===== src/rtl/mem_arbiter.sv =====
// mem_arbiter: shares one memory port between I-cache and D-cache with arbitration and a response watchdog
module mem_arbiter #(
  parameter int ADDR_W      = 32,
  parameter int LINE_W      = 128,
  parameter int PRIO_MODE   = 0,
  parameter int STARVE_LIM  = 4,
  parameter int TIMEOUT_CYC = 64
) (
  input  logic              clk,
  input  logic              rst,
  input  logic              ic_req_valid,
  input  logic [ADDR_W-1:0] ic_req_addr,
  output logic [LINE_W-1:0] ic_res_data,
  output logic              ic_res_ready,
  input  logic              dc_req_valid,
  input  logic              dc_req_rw,
  input  logic [ADDR_W-1:0] dc_req_addr,
  input  logic [LINE_W-1:0] dc_req_data,
  output logic [LINE_W-1:0] dc_res_data,
  output logic              dc_res_ready,
  output logic              mem_req_valid,
  output logic              mem_req_rw,
  output logic [ADDR_W-1:0] mem_req_addr,
  output logic [LINE_W-1:0] mem_req_data,
  input  logic              mem_res_ready,
  input  logic [LINE_W-1:0] mem_res_data,
  output logic [1:0]        owner,
  output logic              timeout_err,
  output logic [7:0]        err_count
);
  localparam int SW = $clog2(STARVE_LIM + 1);
  localparam int TW = $clog2(TIMEOUT_CYC);
  typedef enum logic [1:0] {IDLE, WAIT, DONE} state_t;
  state_t state_q, state_d;
  logic last_ic_q, last_ic_d;
  logic [SW-1:0] starve_q, starve_d;
  logic [TW-1:0] timer_q, timer_d;
  logic mv_q, mv_d, rw_q, rw_d, icr_q, icr_d, dcr_q, dcr_d, to_q, to_d;
  logic [ADDR_W-1:0] addr_q, addr_d;
  logic [LINE_W-1:0] wdata_q, wdata_d, icd_q, icd_d, dcd_q, dcd_d;
  logic [1:0] owner_q, owner_d;
  logic [7:0] ec_q, ec_d;
  logic grant_ic;
  assign grant_ic = ic_req_valid && (!dc_req_valid ||
                    (PRIO_MODE == 0 ? !last_ic_q : starve_q == SW'(STARVE_LIM)));
  assign ic_res_data   = icd_q;
  assign ic_res_ready  = icr_q;
  assign dc_res_data   = dcd_q;
  assign dc_res_ready  = dcr_q;
  assign mem_req_valid = mv_q;
  assign mem_req_rw    = rw_q;
  assign mem_req_addr  = addr_q;
  assign mem_req_data  = wdata_q;
  assign owner         = owner_q;
  assign timeout_err   = to_q;
  assign err_count     = ec_q;
  // grant in IDLE, await memory or watchdog in WAIT, pulse the response in DONE
  always_comb begin
    state_d   = state_q;
    last_ic_d = last_ic_q;
    starve_d  = starve_q;
    timer_d   = timer_q;
    mv_d      = mv_q;
    rw_d      = rw_q;
    addr_d    = addr_q;
    wdata_d   = wdata_q;
    icd_d     = icd_q;
    dcd_d     = dcd_q;
    owner_d   = owner_q;
    ec_d      = ec_q;
    icr_d     = 1'b0;
    dcr_d     = 1'b0;
    to_d      = 1'b0;
    case (state_q)
      IDLE: if (ic_req_valid || dc_req_valid) begin
        state_d   = WAIT;
        mv_d      = 1'b1;
        timer_d   = '0;
        last_ic_d = grant_ic;
        owner_d   = grant_ic ? 2'b01 : 2'b10;
        rw_d      = !grant_ic && dc_req_rw;
        addr_d    = grant_ic ? ic_req_addr : dc_req_addr;
        wdata_d   = grant_ic ? {LINE_W{1'b0}} : dc_req_data;
        starve_d  = grant_ic ? '0 : (PRIO_MODE == 1 && ic_req_valid) ? starve_q + 1'b1 : starve_q;
      end
      WAIT: if (mem_res_ready) begin
        state_d = DONE;
        mv_d    = 1'b0;
        icr_d   = owner_q[0];
        dcr_d   = !owner_q[0];
        icd_d   = owner_q[0] ? mem_res_data : icd_q;
        dcd_d   = owner_q[0] ? dcd_q : mem_res_data;
      end else if (timer_q == TW'(TIMEOUT_CYC - 1)) begin
        state_d = IDLE;
        mv_d    = 1'b0;
        to_d    = 1'b1;
        owner_d = 2'b00;
        ec_d    = ec_q + 8'(ec_q != 8'hFF);
      end else begin
        timer_d = timer_q + 1'b1;
      end
      DONE: begin
        state_d = IDLE;
        owner_d = 2'b00;
      end
      default: state_d = IDLE;
    endcase
  end
  // state and output registers, synchronous active-low reset
  always_ff @(posedge clk) begin
    if (!rst) begin
      state_q   <= IDLE;
      last_ic_q <= 1'b1;
      starve_q  <= '0;
      timer_q   <= '0;
      mv_q      <= 1'b0;
      rw_q      <= 1'b0;
      addr_q    <= '0;
      wdata_q   <= '0;
      icd_q     <= '0;
      dcd_q     <= '0;
      owner_q   <= 2'b00;
      ec_q      <= 8'd0;
      icr_q     <= 1'b0;
      dcr_q     <= 1'b0;
      to_q      <= 1'b0;
    end else begin
      state_q   <= state_d;
      last_ic_q <= last_ic_d;
      starve_q  <= starve_d;
      timer_q   <= timer_d;
      mv_q      <= mv_d;
      rw_q      <= rw_d;
      addr_q    <= addr_d;
      wdata_q   <= wdata_d;
      icd_q     <= icd_d;
      dcd_q     <= dcd_d;
      owner_q   <= owner_d;
      ec_q      <= ec_d;
      icr_q     <= icr_d;
      dcr_q     <= dcr_d;
      to_q      <= to_d;
    end
  end
endmodule


===== config.mk =====
export PLATFORM = sky130hd
export DESIGN_NAME = mem_arbiter
export DESIGN_NICKNAME = d
export VERILOG_FILES = /design/src/rtl/mem_arbiter.sv
export SDC_FILE = /design/constraint.sdc
export NUM_CORES = 1
export LEC_CHECK = 0
export ABC_AREA = 0
export BUFFER_PORTS_ARGS = -buffer_cell sky130_fd_sc_hd__buf_4
export CELL_PAD_IN_SITES_DETAIL_PLACEMENT = 0
export CELL_PAD_IN_SITES_GLOBAL_PLACEMENT = 1
export CORE_AREA = 2 2 295 297
export DETAILED_ROUTE_END_ITERATION = 8
export DIE_AREA = 0 0 297 299
export PLACE_DENSITY = 0.55
export SYNTH_ARGS = -nofsm -noshare
export SYNTH_HDL_FRONTEND = slang
export SYNTH_SLANG_ARGS = --single-unit

===== constraint.sdc =====
create_clock -name clk -period 4.2 [get_ports clk]
set_input_delay 0.42 -clock clk [delete_from_list [all_inputs] [get_ports clk]]
set_output_delay 0.42 -clock clk [all_outputs]
set_load 0.01 [all_outputs]

==> results by group, run 1 <==
Synth
  • Main area contributors after synthesis: sky130_fd_sc_hd__dfxtp_1 (57%), sky130_fd_sc_hd__nand2_1 (13%), sky130_fd_sc_hd__a21oi_1 (8.6%)
  • Most common flop cell mapped by yosys: sky130_fd_sc_hd__dfxtp_1
  • Fraction of post-synthesis cell area in the top cell type by area: 56.9%
  • Most frequent cell after synthesis: sky130_fd_sc_hd__nand2_1
  • Number of instances in the synthesized netlist: 1828
  • Sequential area share after synthesis: between 50% and 60%
  • Count of warnings emitted by yosys: 0
  • Post-synthesis instance area: 15500 µm²
  • Total nets after synthesis: 2160
  • Count of different cell masters after synthesis: 45
  • Cell taking the most area after synthesis: sky130_fd_sc_hd__dfxtp_1
  • Commonest cells in the netlist: sky130_fd_sc_hd__nand2_1 (524), sky130_fd_sc_hd__dfxtp_1 (440), sky130_fd_sc_hd__a21oi_1 (267)
  • Register bit count reported by yosys: 440
  • Avg Cell Area, Syn: 8.47 µm²
  • Asr flop ratio synth: 0%
  • Count of flip-flops with a built-in enable after synthesis: 0

Clock tree
  • Later-pin clock latency in the skew report: 0.60 ns
  • Number of buffers inserted during clock tree synthesis: 54
  • Clock edge transition at the registers on the reported setup and hold paths: about 0.06 ns
  • Max Root-Sink Buffers: 3
  • Clk sink count: 440
  • Clock Tree Root: sky130_fd_sc_hd__clkbuf_16
  • Level count of the clock H-tree: 2
  • Setup fix buffers added after clock tree synthesis: 0
  • CTS tree: built

Worst setup path
  • Data required time at the worst endpoint: 4.73 ns
  • Worst path depth: 7
  • Delay of the slowest cell on the worst path: roughly 0.99 ns
  • Beginning of the worst register-to-register path: state_q[0]
  • Endpoint of the most critical register-to-register path: mem_req_data[45]
  • Highest fanout seen on the critical path: 112
  • Kind of critical path: reg -> reg
  • Arrival @ worst endpoint: 3.56 ns
  • Worst reg2reg setup slack: 1.17 ns
  • CP bufs+invs: 2
  • Worst setup path startpoint: state_q[0]
  • Worst setup EP type: register
  • Crit start category: register
  • Slowest library cell on the worst path: sky130_fd_sc_hd__buf_4
  • Chain of cells forming the critical path: inv_1 > ha_1 > o21ai_4 > nor2_4 > buf_4 > a22oi_1 > nor2_1
  • Top Family by Delay on Critical Path: buffers and inverters
  • Capture point of the worst path: mem_req_data[45]
  • R2R cell count: 7

Global routing
  • GRT Total Usage: 14.9%
  • Number of antenna violations at the first check in global routing: 8
  • Global-route wire length before repair: 101000 µm
  • Maximum number of pins on one net before global-route repair: about 130
  • Aggregate global routing overflow: 0
  • Vias in the first global route: 15300

Cells and area
  • Ratio of cells with drive above 1 in the final layout: 34.1%
  • Footprint of the flip-flops and latches: slightly below 9000 µm²
  • Fill cell total of the finished layout: 9363
  • Syn-to-layout area delta: 56.3%
  • Count of non-filler cells in the finished layout: ~3700
  • Layout Nets: 2854
  • Area of the multi-input gates: 6090 µm²

Power and ir drop
  • Clock share of power: 42.9%
  • Net switching component of the power: 0.00296 W
  • Combinational group share of total power: 15.2%
  • Part of the total power dissipated in sequential elements: 41.9%
  • Switching power as a share of total power: 27.2%
  • Largest voltage drop on the vdd net: ~0.22 mV
  • Power per Cell Area: about 450 nW/µm²
  • Static leakage: ~10 nW
  • Internal power summed over all cells: 0.00793 W

Floorplanning
  • Starting density of the core: 18.0%
  • Total Die Area: a little under 90000 µm²
  • Floorplan die width: between 200 and 300 µm
  • Count of standard-cell rows: ~110
  • Number of top-level pins: 757
  • Die Span Y: 299 µm
  • Placeable core area: 85900 µm²

STA
  • Worst rel slew slack: 11.5%
  • Final WS setup: 1.17 ns
  • Measured slew at the worst slew-check pin: 1.33 ns
  • FMAX: 0.330 GHz
  • Ratio of final minimum period to clock period: 72.2%
  • Final worst clock skew: between 0.015 and 0.02 ns
  • Setup repair after global routing missed its margin: no
  • Setup TNS after final layout: 0 ns
  • Final count of hold timing violations: 0
  • Final slew viol count: 0
  • Total setup violations reported at the end of the flow: 0
  • Post-route minimum period: 3.03 ns

Route
  • Drc violations: 0
  • Average wire per standard cell: 18.6 µm
  • Vias: 15400
  • Vias/cell: 4.15
  • Router iterations before antenna repair: 5
  • Number of nets with antenna violations after detailed routing: 0
  • Detailed router's first-iteration violation count: 721
  • Final routed wirelength across all metal layers: roughly 69000 µm

Hold path
  • Worst hold path type: in -> reg
  • Hold path start: dc_req_data[76]

Placed design
  • Final estimated routing congestion in global placement: 0.831
  • Detail Placement HPWL: 50800 µm
  • Minimum setup slack after placement: 1.20 ns
  • IO buf count: 756
  • Inst Count DP: 3612

Job
  • Max Cap Viol: 0

Run status
  • Result of the run: finished, final reports clean
-- power by group through the flow --
stage	combinational (W)	clock (W)	sequential, W
3_3_place_gp	0.00167	0	0.00465
4_1_cts	0.00170	0.00485	0.00457
2_1_floorplan	0.000638	0	0.00474
3_5_place_dp	0.00169	0	0.00465
5_1_grt	0.00181	0.00501	0.00459
6_report	0.00165	0.00467	0.00456
-- how the worst min path moves through the flow --
stage,endpoint,slack [ns],cells after the start
finish,mem_req_data[76],0.06,3
global placement,ic_res_data[122],0.44,2
CTS,mem_req_data[89],0.0005,3
global route,mem_req_data[84],0.03,3
floorplan,state_q[1],0.46,2
detailed placement,dc_res_data[66],0.45,2
-- flip-flops by register name, summed over array words and instances, names as in the netlist --
register,cells
timer_q,6
mem_req_rw,1
last_ic_q,1
mem_req_valid,1
owner,2
mem_req_data,128
timeout_err,1
ic_res_data,128
dc_res_ready,1
ic_res_ready,1
err_count,8
state_q,2
dc_res_data,128
mem_req_addr,32
-- logic make-up after synthesis --
kind of cell             synth area share (%)
multiplexers                             2.33
flip-flops                               56.9
AND/OR/NAND/NOR                          18.5
XOR/XNOR                                0.170
buffers and inverters                    4.20
adder cells (fa/ha/maj)                 0.485
AO/OA/AOI/OAI                            17.5
-- cell usage in the layout, fill, tap and decap left out, drive strengths merged, types with 3 or more instances in the layout --
master / instances
clkinv: 8
nand2: 524
o31ai: 4
o21ai: 10
ha: 6
dlygate4sd3: 9
nor2: 175
nand3: 7
inv: 10
or4: 3
nand4: 4
mux2i: 36
a31oi: 3
dfxtp: 440
a22oi: 129
nor3: 3
a211oi: 32
clkbuf: 83
nand2b: 3
a21oi: 267
buf: 778
-- worst min-delay path: stages --
cell and delay (ns):
sky130_fd_sc_hd__buf_4 0.08, sky130_fd_sc_hd__a22oi_1 0.05, sky130_fd_sc_hd__nor2_1 0.07
-- layout make-up --
cell class,count,share of cell area (%)
Inverter,8,0.155
Sequential cell,440,36.4
Clock inverter,14,0.610
Tap cell,1155,5.97
Multi-Input combinational cell,1231,25.2
Timing Repair Buffer,787,24.9
Clock buffer,83,6.74
Antenna cell,2,0.0207
-- stage by stage --
step                      utilization [%]  hold WS (ns)  area [µm²]  total power (W)
final                                28.2        0.0560       24200           0.0109
after global routing                 28.2        0.0306       24200           0.0114
after CTS                            28.1      0.000513       24200           0.0111
after detailed placement             26.0         0.447       22300          0.00634
after global placement               26.0         0.443       22300          0.00632
after floorplan                         -         0.457       15500          0.00537
-- what timing repair did --
| item | CTS | global route |
|---|---|---|
| hold buffers | 9 | 0 |
| gates resized for setup | 0 | 0 |
| endpoints found under the hold margin | 9 | 0 |
-- metal layers --
layer | track usage [%] | routed length [µm] | part of all wire (%)
met1 | 16.4 | 26300 | 38
met2 | 25.8 | 34100 | 49
met3 | 6.30 | 6790 | 9.8
met4 | 5.03 | 2100 | 3.0
met5 | 0 | 81 | 0.12
No activity file was read; power rests on OpenSTA's default activity.
==> inputs of run 2 (changes only) <==
ABC_AREA = 1   (was 0)
CORE_AREA = 2 2 296 298   (was 2 2 295 297)
DIE_AREA = 0 0 298 300   (was 0 0 297 299)
PLACE_DENSITY = 0.56   (was 0.55)
clock period = 2.9 ns   (was 4.2 ns; I/O delays follow)
==> results by group, run 2 <==
Worst setup path
  • Slowest library cell on the worst path: sky130_fd_sc_hd__dlygate4sd3_1
  • CP bufs+invs: 4
  • Arrival @ worst endpoint: 2.85 ns
  • Crit start category: register
  • Beginning of the worst register-to-register path: state_q[0]
  • Worst reg2reg setup slack: approximately 0.57 ns
  • Data required time at the worst endpoint: between 3 and 4 ns
  • Chain of cells forming the critical path: inv_1 > ha_1 > inv_2 > nor2_4 > buf_4 > o21ai_0 > a31oi_1 > dlygate4sd3_1
  • Delay of the slowest cell on the worst path: 0.57 ns
  • Top Family by Delay on Critical Path: buffers and inverters
  • Kind of critical path: reg -> reg
  • Endpoint of the most critical register-to-register path: mem_req_addr[16]
  • Highest fanout seen on the critical path: 32
  • Worst setup EP type: register
  • R2R cell count: 8

Power and ir drop
  • Power per Cell Area: slightly above 600 nW/µm²
  • Static leakage: roughly 12 nW
  • Largest voltage drop on the vdd net: just over 0.3 mV

Synth
  • Fraction of the mapped netlist area in adder cells: 0.466%
  • Main area contributors after synthesis: sky130_fd_sc_hd__dfxtp_1 (55%), sky130_fd_sc_hd__nand2_1 (8.6%), sky130_fd_sc_hd__a21oi_1 (8.4%)
  • Count of warnings emitted by yosys: 0
  • Asr flop ratio synth: 0%
  • Register bit count reported by yosys: 440
  • Share of the synthesized netlist area taken by xor and xnor gates: 0.0544%
  • Count of different cell masters after synthesis: 28
  • Largest family of logic cells by synthesized area: simple AND/OR/NAND/NOR gates
  • Avg Cell Area, Syn: 7.84 µm²
  • Sequential area share after synthesis: a little over half
  • Proportion of synthesized area in mux cells: 0%
  • Area share of and/or/nand/nor cells after synthesis: 24.2%
  • Most frequent cell after synthesis: sky130_fd_sc_hd__dfxtp_1
  • Count of flip-flops with a built-in enable after synthesis: 0
  • Commonest cells in the netlist: sky130_fd_sc_hd__dfxtp_1 (440), sky130_fd_sc_hd__nand2_1 (370), sky130_fd_sc_hd__nor2_1 (281)
  • Most common flop cell mapped by yosys: sky130_fd_sc_hd__dfxtp_1
  • Cell taking the most area after synthesis: sky130_fd_sc_hd__dfxtp_1
  • Fraction of post-synthesis cell area in the top cell type by area: 54.7%
  • Number of instances in the synthesized netlist: 2053
  • Post-synthesis instance area: 16100 µm²
  • Total nets after synthesis: 2385
  • Synthesized-area fraction occupied by ao, oa, aoi and oai cells: 15.0%

STA
  • Setup TNS after final layout: 0 ns
  • Ratio of final minimum period to clock period: 80.3%
  • Post-route minimum period: 2.33 ns
  • Final slew viol count: 0
  • Setup repair after global routing missed its margin: no
  • Final count of hold timing violations: 0
  • Final worst clock skew: about 0.025 ns
  • Worst hold slack: 0.0465 ns
  • Measured slew at the worst slew-check pin: 0.790 ns
  • Total setup violations reported at the end of the flow: 0
  • FMAX: between 0.4 and 0.5 GHz
  • Worst rel slew slack: 47.3%

Cells and area
  • Ratio of cells with drive above 1 in the final layout: 28.9%
  • Layout Nets: 3367
  • Syn-to-layout area delta: 72.8%
  • Area of the multi-input gates: 6420 µm²
  • Count of non-filler cells in the finished layout: 4228
  • Fill cell total of the finished layout: 9383
  • Footprint of the flip-flops and latches: 8810 µm²
  • Most common cell after layout, fill and taps aside: sky130_fd_sc_hd__buf_4
  • Final std cell area, no fill: 27800 µm²
  • Most frequent cells in the layout: sky130_fd_sc_hd__buf_4 (771), sky130_fd_sc_hd__dfxtp_1 (439), sky130_fd_sc_hd__nand2_1 (368)

Placed design
  • Inst Count DP: 3819
  • Final estimated routing congestion in global placement: 0.804
  • Placed standard-cell area: 22900 µm²
  • IO buf count: 756
  • Detail Placement HPWL: 52100 µm

Global routing
  • Vias in the first global route: around 18000
  • Maximum number of pins on one net before global-route repair: 122
  • GRT Total Usage: between 10% and 20%
  • Aggregate global routing overflow: 0
  • Number of antenna violations at the first check in global routing: 1
  • Met1 Track Usage GR: 19.6%
  • Top Usage Layer GRT: met2
  • Global-route wire length before repair: 113000 µm
  • Global routing met3 resource utilization: a little under 3%
  • Met2 Usage GRT: 28.2%

Clock tree
  • Number of buffers inserted during clock tree synthesis: 54
  • Max Root-Sink Buffers: 3
  • Number of hold buffers added after CTS: 315
  • Clk sink count: 440
  • Quantity of gates resized following cts: 0
  • Clock edge transition at the registers on the reported setup and hold paths: 0.06 ns
  • Setup fix buffers added after clock tree synthesis: 0
  • Clock Tree Root: sky130_fd_sc_hd__clkbuf_16
  • CTS tree: built
  • Later-pin clock latency in the skew report: 0.60 ns
  • Level count of the clock H-tree: 2

Hold path
  • Hold Path Cell Cnt: 3
  • Hold path start: dc_req_data[121]
  • End of the worst hold path: mem_req_data[121]
  • Worst hold path type: in -> reg

Run status
  • Result of the run: finished, final reports clean

Route
  • Final routed wirelength across all metal layers: 75800 µm
  • Detailed router's first-iteration violation count: 1106
  • Vias: 17700
  • Number of nets with antenna violations after detailed routing: 0
  • Average wire per standard cell: 17.9 µm
  • Router iterations before antenna repair: 5
  • Vias/cell: 4.18
  • Drc violations: 0

Floorplanning
  • Number of top-level pins: 757
  • Total Die Area: 89400 µm²
  • Die Span Y: 300 µm
  • Placeable core area: roughly 86000 µm²
  • Count of standard-cell rows: ~110
  • Floorplan die width: around 300 µm
  • Starting density of the core: between 10% and 20%

Job
  • Max Cap Viol: 0
-- run 2: changes by cell type after synthesis, sizes merged, moves of 4 or more --
cell    previous run  this run
nand2            524       371
nand3              7       265
o21ai             10       166
a211oi            32         0
clkbuf           105        76
inv                8        25
o31ai              4         0
a21oi            267       272
nor2             175       286
a22oi            129         0
mux2i             36         0
a31oi              3        32
buf               44        99
-- run 2: metrics by stage --
stage,utilization [%],worst slack (ns),total power [W]
after global placement,26.5,0.820,0.00962
after detailed placement,26.5,0.797,0.00961
after CTS,32.3,0.562,0.0171
final,32.3,0.571,0.0168
after global routing,32.3,0.375,0.0176
after floorplan,-,1.30,0.00807
-- run 2: metal layers --
layer	vias to the layer above	wire length, µm
met3	116	3420
met2	426	38100
met1	8318	31700
met4	0	2580
li1	8827	-
met5	-	0
-- run 2: cell families after synthesis --
| family | Yosys count |
|---|---|
| AO/OA/AOI/OAI | 473 |
| XOR/XNOR | 1 |
| adder cells (fa/ha/maj) | 6 |
| buffers and inverters | 200 |
| AND/OR/NAND/NOR | 933 |
| flip-flops | 440 |
-- run 2: worst max path at each step --
stage	startpoint	depth (start not counted)	endpoint
3_5_place_dp	state_q[1]	8	ic_res_data[84]
4_1_cts	state_q[0]	8	mem_req_addr[27]
3_3_place_gp	state_q[1]	8	ic_res_data[82]
5_1_grt	state_q[0]	8	mem_req_addr[16]
2_1_floorplan	err_count[7]	9	err_count[4]
6_report	state_q[0]	8	mem_req_addr[16]
-- run 2: cell type report --
| type | instances | area share, % |
|---|---|---|
| flip-flops and latches | 440 | 31.7 |
| inverters | 25 | 0.391 |
| diodes | 2 | 0.0180 |
| clock inverters | 9 | 0.553 |
| clock buffers | 83 | 5.90 |
| well taps | 1155 | 5.20 |
| multi-input cells | 1413 | 23.1 |
| repair buffers | 1101 | 33.2 |
-- run 2: report_power, final --
group | switching [W] | internal (W) | total (W)
Sequential | 0.000229 | 0.00647 | 0.00669
Combinational | 0.00171 | 0.00147 | 0.00318
Clock | 0.00273 | 0.00420 | 0.00693
Total | 0.00467 | 0.0121 | 0.0168
-- run 2: tightest hold or removal path: cells and delay by family --
kind / cells / cell delay, ns
buffers and inverters: 1 / 0.11
AND/OR/NAND/NOR: 1 / 0.11
AO/OA/AOI/OAI: 1 / 0.07
==> inputs of run 3 (changes only) <==
ABC_AREA = 0   (was 1)
clock period = 1.96 ns   (was 2.9 ns; I/O delays follow)
==> results by group, run 3 (synthesis results as in run 1) <==
Route
  • Number of nets with antenna violations after detailed routing: 0
  • Router iterations before antenna repair: 9
  • Vias/cell: ~4.1
  • Drc violations: 0
  • Average wire per standard cell: 17.8 µm
  • Vias: 16900
  • Detailed router's first-iteration violation count: 703
  • Final routed wirelength across all metal layers: 73100 µm

Placed design
  • Inst Count DP: roughly 3700
  • Final estimated routing congestion in global placement: 0.819
  • Detail Placement HPWL: approximately 54000 µm
  • Placed standard-cell area: 23000 µm²
  • IO buf count: 756

Hold path
  • Hold path start: mem_res_ready
  • Hold Path Cell Cnt: 3
  • End of the worst hold path: state_q[1]
  • Worst hold path type: in -> reg

Worst setup path
  • R2R cell count: 5
  • Beginning of the worst register-to-register path: last_ic_q
  • Highest fanout seen on the critical path: 10
  • Endpoint of the most critical register-to-register path: mem_req_addr[6]
  • Data required time at the worst endpoint: ~2.4 ns
  • Arrival @ worst endpoint: between 2 and 2.5 ns
  • Worst setup EP type: register
  • Worst reg2reg setup slack: 0.13 ns
  • Crit start category: input port
  • Kind of critical path: in -> reg

Floorplanning
  • Floorplan die width: about 300 µm
  • Count of standard-cell rows: 108
  • Die Span Y: 300 µm
  • Total Die Area: 89400 µm²
  • Number of top-level pins: ~760
  • Placeable core area: 86200 µm²
  • Starting density of the core: 18.0%

STA
  • Setup repair after global routing missed its margin: no
  • Setup TNS after final layout: 0 ns
  • Total setup violations reported at the end of the flow: 0
  • Worst rel slew slack: 58.7%
  • Measured slew at the worst slew-check pin: 0.620 ns
  • FMAX: 0.539 GHz
  • Final worst clock skew: between 0.007 and 0.008 ns
  • Ratio of final minimum period to clock period: approximately 95%
  • Final slew viol count: 0
  • Post-route minimum period: 1.86 ns
  • Final count of hold timing violations: 0

Cells and area
  • Most frequent cells in the layout: sky130_fd_sc_hd__buf_4 (816), sky130_fd_sc_hd__nand2_1 (524), sky130_fd_sc_hd__dfxtp_1 (439)
  • Number of inserted diodes: 0
  • Syn-to-layout area delta: 81.5%
  • Fill cell total of the finished layout: 9124
  • Layout Nets: 3234
  • Ratio of cells with drive above 1 in the final layout: 32.0%
  • Final std cell area, no fill: 28100 µm²
  • Most common cell after layout, fill and taps aside: sky130_fd_sc_hd__buf_4
  • Count of non-filler cells in the finished layout: a little over 4000

Run status
  • Result of the run: finished, final reports clean

Power and ir drop
  • Switching power as a share of total power: 27.0%
  • Power per Cell Area: 855 nW/µm²
  • Internal power summed over all cells: 0.0175 W
  • Combinational group share of total power: 18.4%
  • Clock share of power: 40.9%
  • Static leakage: 11.9 nW
  • Part of the total power dissipated in sequential elements: between 40% and 50%
  • Net switching component of the power: 0.00647 W
  • Largest voltage drop on the vdd net: 0.533 mV

Clock tree
  • Clock edge transition at the registers on the reported setup and hold paths: 0.06 ns
  • Clock Tree Root: sky130_fd_sc_hd__clkbuf_16
  • Level count of the clock H-tree: 2
  • Number of buffers inserted during clock tree synthesis: 54
  • CTS tree: built
  • Max Root-Sink Buffers: 3
  • Later-pin clock latency in the skew report: 0.59 ns
  • Clk sink count: 440

Global routing
  • Vias in the first global route: roughly 17000
  • Maximum number of pins on one net before global-route repair: 76
  • Global-route wire length before repair: 106000 µm
  • GRT Total Usage: 15.4%
  • Aggregate global routing overflow: 0
  • Number of antenna violations at the first check in global routing: 1

Job
  • Max Cap Viol: 0
## run 3: area by class of cell
cell class	instances	area, µm²	share of cell area (%)
Clock inverter	12	114	0.405
Multi-Input combinational cell	1231	6100	21.7
Tap cell	1155	1450	5.14
Inverter	8	37.5	0.134
Sequential cell	440	8810	31.4
Timing Repair Buffer	1167	9950	35.4
Clock buffer	87	1650	5.86
## run 3: how the worst max path moves through the flow
stage                             from               to  slack, ns
after global routing        state_q[1]  dc_res_data[84]      0.005
after global placement    err_count[5]     err_count[4]       0.05
after detailed placement    state_q[1]  dc_res_data[78]        0.1
final                     ic_req_valid  mem_req_addr[6]       0.10
after floorplan           err_count[4]     err_count[4]       0.19
after CTS                   state_q[1]  dc_res_data[78]       0.05
## run 3: power groups by stage
stage | Clock [W] | Combinational, W | Sequential, W
floorplan | 0 | 0.00137 | 0.0101
global placement | 0 | 0.00385 | 0.00996
detailed placement | 0 | 0.00390 | 0.00997
CTS | 0.0102 | 0.00445 | 0.00979
global route | 0.0105 | 0.00479 | 0.00984
finish | 0.00982 | 0.00442 | 0.00979
## run 3: worst max-delay path, stage by stage
cell                            delay [ns]
sky130_fd_sc_hd__dlygate4sd3_1        0.55
sky130_fd_sc_hd__buf_4                0.17
sky130_fd_sc_hd__a21boi_4             0.26
sky130_fd_sc_hd__buf_4                0.26
sky130_fd_sc_hd__mux2i_1              0.23
sky130_fd_sc_hd__dlygate4sd3_1        0.58
sky130_fd_sc_hd__a211oi_1             0.06
## run 3: repair_timing
item | in CTS | in global routing
setup endpoints to repair | 0 | 121
setup buffers | 0 | 7
gates resized for setup | 0 | 6
hold endpoints to repair | 425 | 0
hold buffers | 322 | 0
## run 3: stage by stage
stage	total power, W	hold WS, ns	worst slack, ns	utilization, %
floorplan	0.0115	0.332	0.193	-
global placement	0.0138	0.430	0.0458	26.6
detailed placement	0.0139	0.438	0.0990	26.6
CTS	0.0244	0.00312	0.0518	32.4
global route	0.0252	0.0510	0.00536	32.6
finish	0.0240	0.0690	0.104	32.6
## run 3: layer usage
layer | up-vias | part of all wire [%] | wire length, µm | GRT usage (%)
met5 | - | 0 | 0 | 0
met4 | 0 | 4.2 | 3060 | 6.48
met3 | 120 | 7.5 | 5470 | 4.74
met2 | 584 | 51 | 36900 | 28.1
met1 | 7875 | 38 | 27600 | 16.4
li1 | 8304 | - | - | -
